--- config.mk ---
export PLATFORM = sky130hd
export DESIGN_NAME = etc_pixel_scheduler
export DESIGN_NICKNAME = d
export VERILOG_FILES = /design/src/rtl/etc_pixel_scheduler.sv
export SDC_FILE = /design/constraint.sdc
export NUM_CORES = 1
export LEC_CHECK = 0
export BUFFER_PORTS_ARGS = -buffer_cell sky130_fd_sc_hd__buf_2
export CORE_ASPECT_RATIO = 1.2
export CORE_MARGIN = 3
export CORE_UTILIZATION = 49
export CTS_CLUSTER_SIZE = 28
export DETAILED_ROUTE_END_ITERATION = 12
export PLACE_DENSITY = 0.83
export SYNTH_ARGS = -nofsm -noshare
export SYNTH_HDL_FRONTEND = slang
export SYNTH_SLANG_ARGS = --single-unit
export TNS_END_PERCENT = 100
--- constraint.sdc ---
create_clock -name sclk -period 4 [get_ports sclk]
set_input_delay 0.6 -clock sclk [delete_from_list [all_inputs] [get_ports sclk]]
set_output_delay 0.6 -clock sclk [all_outputs]
set_load 0.01 [all_outputs]
--- src/rtl/etc_pixel_scheduler.sv ---
// Block-to-pixel scheduler: buffers ETC2 blocks, issues pixel indices to the
// decoder in column- or row-major order and tags each result with coordinates.
module etc_pixel_scheduler #(
    parameter int BLOCK_W    = 64,
    parameter int LANES      = 1,
    parameter int FIFO_DEPTH = 2,
    parameter int DEC_LAT    = 2
) (
    input  logic                sclk,
    input  logic                rsrt,
    input  logic [11:0]         cfg_blk_w_m1,
    input  logic [11:0]         cfg_blk_h_m1,
    input  logic                cfg_row_major,
    input  logic [BLOCK_W-1:0]  blk_data,
    input  logic                blk_rts,
    output logic                blk_rtr,
    output logic [BLOCK_W-1:0]  dec_block,
    output logic [4*LANES-1:0]  dec_pixIdx,
    output logic                dec_rtr,
    input  logic                dec_rts,
    input  logic [32*LANES-1:0] dec_rgba,
    output logic                pix_rts,
    output logic [32*LANES-1:0] pix_rgba,
    output logic [13:0]         pix_x,
    output logic [13:0]         pix_y,
    output logic                pix_blk_last,
    output logic                frame_done,
    output logic                tag_err
);

    localparam int GROUPS = 16 / LANES;
    localparam int AW     = (FIFO_DEPTH > 1) ? $clog2(FIFO_DEPTH) : 1;

    typedef enum logic {
        S_IDLE,
        S_ISSUE
    } state_t;

    typedef struct packed {
        logic        valid;
        logic [13:0] x;
        logic [13:0] y;
        logic        blk_last;
        logic        frame_last;
    } tag_t;

    logic [BLOCK_W-1:0] mem [FIFO_DEPTH];
    logic [AW-1:0]      wr_ptr;
    logic [AW-1:0]      rd_ptr;
    logic [AW:0]        count;
    logic [AW:0]        count_nxt;
    logic               rdy_q;
    logic               full;
    logic               empty;
    logic               push;
    logic               pop;

    state_t             state;
    state_t             state_nxt;
    logic [3:0]         g;
    logic               g_last;

    logic [11:0]        bx;
    logic [11:0]        by;
    logic [11:0]        w_q;
    logic [11:0]        h_q;
    logic               row_q;
    logic [11:0]        w_eff;
    logic [11:0]        h_eff;
    logic               row_eff;
    logic               frame_start;
    logic               at_w;
    logic               at_h;

    logic [3:0]         k0;
    logic [3:0]         k;
    logic [1:0]         px0;
    logic [1:0]         py0;

    tag_t               tag_in;
    tag_t               tag_out;
    tag_t               tag_pipe [DEC_LAT];
    logic               fwd;

    // ---------------- block FIFO ----------------
    assign full    = (count == (AW+1)'(FIFO_DEPTH));
    assign empty   = (count == '0);
    // rdy_q keeps blk_rtr low while in reset and for the release cycle
    assign blk_rtr = rdy_q & ~full;
    assign push    = blk_rts & blk_rtr;
    assign pop     = dec_rtr & g_last;

    assign dec_block = empty ? '0 : mem[rd_ptr];

    always_comb begin
        count_nxt = count;
        if (push && !pop)
            count_nxt = count + 1'b1;
        else if (pop && !push)
            count_nxt = count - 1'b1;
    end

    always_ff @(posedge sclk) begin
        if (push)
            mem[wr_ptr] <= blk_data;
    end

    always_ff @(posedge sclk or negedge rsrt) begin
        if (!rsrt) begin
            wr_ptr <= '0;
            rd_ptr <= '0;
            count  <= '0;
            rdy_q  <= 1'b0;
        end else begin
            rdy_q <= 1'b1;
            if (push)
                wr_ptr <= wr_ptr + 1'b1;
            if (pop)
                rd_ptr <= rd_ptr + 1'b1;
            count <= count_nxt;
        end
    end

    // ---------------- issue FSM ----------------
    assign dec_rtr = (state == S_ISSUE);
    assign g_last  = (g == 4'(GROUPS - 1));

    always_comb begin
        state_nxt = state;
        unique case (state)
            S_IDLE: begin
                if (count_nxt != '0)
                    state_nxt = S_ISSUE;
            end
            S_ISSUE: begin
                if (g_last && count_nxt == '0)
                    state_nxt = S_IDLE;
            end
            default: state_nxt = S_IDLE;
        endcase
    end

    always_ff @(posedge sclk or negedge rsrt) begin
        if (!rsrt) begin
            state <= S_IDLE;
            g     <= '0;
        end else begin
            state <= state_nxt;
            if (dec_rtr)
                g <= g_last ? '0 : g + 1'b1;
        end
    end

    // ---------------- frame position ----------------
    // Config is live on the first group of a frame, then held.
    assign frame_start = dec_rtr & (g == '0) & (bx == '0) & (by == '0);
    assign w_eff       = frame_start ? cfg_blk_w_m1 : w_q;
    assign h_eff       = frame_start ? cfg_blk_h_m1 : h_q;
    assign row_eff     = frame_start ? cfg_row_major : row_q;
    assign at_w        = (bx == w_eff);
    assign at_h        = (by == h_eff);

    always_ff @(posedge sclk or negedge rsrt) begin
        if (!rsrt) begin
            bx    <= '0;
            by    <= '0;
            w_q   <= '0;
            h_q   <= '0;
            row_q <= 1'b0;
        end else begin
            if (frame_start) begin
                w_q   <= cfg_blk_w_m1;
                h_q   <= cfg_blk_h_m1;
                row_q <= cfg_row_major;
            end
            if (pop) begin
                if (at_w) begin
                    bx <= '0;
                    by <= at_h ? '0 : by + 1'b1;
                end else begin
                    bx <= bx + 1'b1;
                end
            end
        end
    end

    // ---------------- lane mapping ----------------
    assign k0 = 4'(int'(g) * LANES);

    always_comb begin
        px0 = k0[3:2];
        py0 = k0[1:0];
        unique case (1'b1)
            row_eff: begin
                px0 = k0[1:0];
                py0 = k0[3:2];
            end
            default: begin
                px0 = k0[3:2];
                py0 = k0[1:0];
            end
        endcase
    end

    always_comb begin
        dec_pixIdx = '0;
        k          = '0;
        if (dec_rtr) begin
            for (int l = 0; l < LANES; l++) begin
                k = 4'(int'(g) * LANES + l);
                dec_pixIdx[4*l +: 4] = row_eff ? {k[1:0], k[3:2]} : k;
            end
        end
    end

    // ---------------- tag pipe ----------------
    always_comb begin
        tag_in            = '0;
        tag_in.valid      = dec_rtr;
        tag_in.x          = {bx, px0};
        tag_in.y          = {by, py0};
        tag_in.blk_last   = dec_rtr & g_last;
        tag_in.frame_last = dec_rtr & g_last & at_w & at_h;
    end

    always_ff @(posedge sclk or negedge rsrt) begin
        if (!rsrt) begin
            for (int i = 0; i < DEC_LAT; i++)
                tag_pipe[i] <= '0;
        end else begin
            tag_pipe[0] <= tag_in;
            for (int i = 1; i < DEC_LAT; i++)
                tag_pipe[i] <= tag_pipe[i-1];
        end
    end

    assign tag_out = tag_pipe[DEC_LAT-1];
    assign fwd     = dec_rts & tag_out.valid;

    // ---------------- output stage ----------------
    always_ff @(posedge sclk or negedge rsrt) begin
        if (!rsrt) begin
            pix_rts      <= 1'b0;
            pix_rgba     <= '0;
            pix_x        <= '0;
            pix_y        <= '0;
            pix_blk_last <= 1'b0;
            frame_done   <= 1'b0;
            tag_err      <= 1'b0;
        end else begin
            pix_rts      <= fwd;
            pix_blk_last <= fwd & tag_out.blk_last;
            frame_done   <= fwd & tag_out.frame_last;
            if (fwd) begin
                pix_rgba <= dec_rgba;
                pix_x    <= tag_out.x;
                pix_y    <= tag_out.y;
            end
            if (dec_rts != tag_out.valid)
                tag_err <= 1'b1;
        end
    end

endmodule
==> results.md <==
* Register area share after synthesis at 0.6988
* Crit Reg-Reg Startpoint: bx[3]
* Critical path data required time at 3400 ps
* Tmin final at 3708 ps
* Top FF cell, synth: dfrtp_1
* Total grt overflow at 0
* Finished Cell Area at 14630 um^2
* Hold Crit Class: in2async
* Async S/R FF share, synth at 0.5911
* Fmax at 269.7 MHz
* Warnings, synthesis at 0
* Power Density at 586.6 nW/um^2
* Worst slew pin tran at 933.9 ps
* Die Ht at 178.3 um
* Syn Area/Cell at 14.07 um^2
* Num Clock Sinks at 313
* Area Overhead vs Synth at 20.67%
* First-pass detailed-route iteration total at 4
* Area of the mapped netlist at 12130 um^2
* Worst slew margin at 0.3774
* First-pass GRT wire length at 40.29 mm
* DP Wirelength at 18.27 mm
* R2R depth at 9
* CP startpoint kind: flip-flop
* Crit Path Max Fanout at 21
* Initial DRC count at 439
* Max-cap viol count at 0
* DR DRC count at 0
* Full die area at 26680 um^2
* Static Leak at 0.006490 uW
* Slew Viols, Final at 0
* Longest Clk Path Bufs at 3
* Gr usage total at 0.1893
* Root buffer cell: clkbuf_16
* Core ar. at 24130 um^2
* Period Utilization, post-route at 0.9269
* I/O pin count at 259
* Largest net degree at the start of global routing at 119
* Post-Place Cell Area at 13740 um^2
* Antenna violations before repair at 1
* Via density at 5.202
* R2r setup slk at 770 ps
* Seq cells post-synth at 313
* Rows at 62
* Worst setup EP type: output port
* Setup ws final at 292.4 ps
* Postcts setup bufs at 0
* Capture point of the worst reg-to-reg path: by[11]
* Via count at 7616
* Max VDD drop at 0.3666 mV
* WS Path Type: reg2out
* Final setup fails at 0
* # nets final at 1253
* Routed WL per cell at 17.86 um
* CTS tree: yes
* Antenna viol nets, final at 0
* Final worst clock skew at 14.13 ps
* Worst slack at placement at 789.1 ps
* # port buffers at 258
* CTS Buf Count at 29
* Die span in x at 149.6 um
* Final wirelength at 26.15 mm
* RD Place Congestion at 0.9576
* H-tree level count at 1
* Post-cts sizing count at 0
* Cells after synthesis at 862
* Vias in the first global route at 7799
* RSZ-0062 raised after global routing: false
* Cell variety after synth at 59
* Hold_buf cts at 0
* Fill count at 1868
* Inst Count DP at 1408
* Layout cells sized above 1 at 0.3433
* Clock transition at the registers of the reported paths at 60 ps
* Total Neg Setup Slack at 0 ps
* Initial Utilization at 0.5026
* Worst-Skew Late Latency at 540 ps
* EDFF count, synth at 128
* Critical Path AT at 3110 ps
* Hold Vio Cnt, Final at 0
* Final hold slack at 177.7 ps
* Post-Layout Cell Count at 1464
* Status: finished, final reports clean
* Synthesized Nets at 996
[area by class of cell]
class	count	area, um^2	area share
antenna	2	5.005	0.0003421
clock buffer	35	748.2	0.05114
clock inverter	19	127.6	0.008722
inverter	24	90.09	0.006157
multi-input combinational	482	3388	0.2316
sequential	313	8477	0.5794
tap	320	400.4	0.02736
timing repair buffer	269	1395	0.09535
[flip-flops by register name, summed over array words and instances (netlist names), 2 cells and up]
| name | cells |
|---|---|
| by | 12 |
| count | 2 |
| tag_pipe | 31 |
| bx | 12 |
| tag_out | 31 |
| pix_rgba | 32 |
| g | 4 |
| pix_x | 14 |
| w_q | 12 |
| h_q | 12 |
| mem | 128 |
| pix_y | 14 |
[cell usage after synthesis (2+ instances only)]
| master | number | area, um^2 |
|---|---|---|
| xor2_1 | 14 | 122.6 |
| and2_1 | 6 | 37.54 |
| and3_1 | 10 | 62.56 |
| o22ai_1 | 4 | 25.02 |
| o21ai_0 | 32 | 160.2 |
| buf_1 | 4 | 15.01 |
| nand2b_1 | 7 | 43.79 |
| dfrtp_1 | 185 | 4629 |
| xnor2_1 | 18 | 157.7 |
| ha_1 | 9 | 112.6 |
| mux2_2 | 61 | 686.9 |
| buf_2 | 5 | 25.02 |
| nor2_1 | 87 | 326.6 |
| nand2_1 | 78 | 292.8 |
| edfxtp_1 | 128 | 3844 |
| o221ai_1 | 2 | 17.52 |
| clkbuf_1 | 28 | 105.1 |
| or3_1 | 2 | 12.51 |
| nand4_1 | 10 | 62.56 |
| buf_6 | 2 | 22.52 |
| o31ai_1 | 8 | 60.06 |
| nor4_1 | 6 | 37.54 |
| nor4_4 | 3 | 63.81 |
| inv_1 | 23 | 86.33 |
| buf_4 | 4 | 30.03 |
| nor3_1 | 3 | 15.01 |
| nor2b_1 | 3 | 18.77 |
| a21oi_1 | 8 | 40.04 |
| mux2i_1 | 67 | 670.6 |
| nand3_1 | 16 | 80.08 |
[placed cells by master, fill, tap and decap left out, types with 8 or more instances in the layout]
cell type	instances
o21ai_0	32
and3_1	9
xor2_1	14
mux2i_1	66
buf_4	10
dfrtp_1	184
mux2_2	61
xnor2_1	18
nand2_1	78
o31ai_1	8
clkbuf_16	29
nand3_1	16
clkinv_2	9
inv_1	23
edfxtp_1	128
nand4_1	10
nor2_1	86
a21oi_1	8
buf_2	257
[critical path, stage by stage (launching register included)]
cell     delay, ps
dfrtp_1        470
inv_1          130
ha_1           210
and4b_1        210
and3_1         270
nand2_4        250
mux2i_2        340
inv_1          140
o21ai_0        210
and2_1         190
buf_2          140
[cell families after synthesis]
| logic type | after synthesis | share of synthesized area |
|---|---|---|
| flip-flops | 313 | 0.6988 |
| AND/OR/NAND/NOR | 244 | 0.09741 |
| multiplexers | 129 | 0.1132 |
| AO/OA/AOI/OAI | 67 | 0.03416 |
| buffers and inverters | 67 | 0.02373 |
| XOR/XNOR | 32 | 0.02311 |
| adder cells (fa/ha/maj) | 9 | 0.009287 |
| other | 1 | 0.0003093 |
[per-stage QoR]
step | total power [uW] | util
after floorplan | 5262 | -
after global placement | 6052 | 0.5695
after detailed placement | 6123 | 0.5695
after CTS | 8688 | 0.6059
after global routing | 9032 | 0.6064
final | 8582 | 0.6065
[worst max-delay path by stage]
stage | start | end | slack [ps] | depth (start not counted)
5_1_grt | bx[0] | dec_pixIdx[0] | 60 | 10
3_3_place_gp | by[4] | by[3] | 900 | 9
2_1_floorplan | count[0] | mem[0][0] | 850 | 5
4_1_cts | bx[0] | dec_pixIdx[0] | 180 | 10
6_report | bx[0] | dec_pixIdx[0] | 290 | 10
3_5_place_dp | bx[0] | dec_pixIdx[0] | 790 | 10
[report_power, final]
group	total [uW]	internal (uW)	switching (uW)	leakage (uW)
combinational	2030	850	1180	0.00273
sequential	4020	3750	269	0.00332
clock	2530	1400	1130	0.000435
[per-layer routing]
metal / global-route usage / wire, um / vias up
met5: 0 / 0 / -
met4: 0.05723 / 710 / 0
met3: 0.02922 / 1449 / 47
met2: 0.3474 / 14040 / 233
met1: 0.2301 / 9952 / 3785
li1: - / - / 3551
Power figures use the tool's default switching activity.
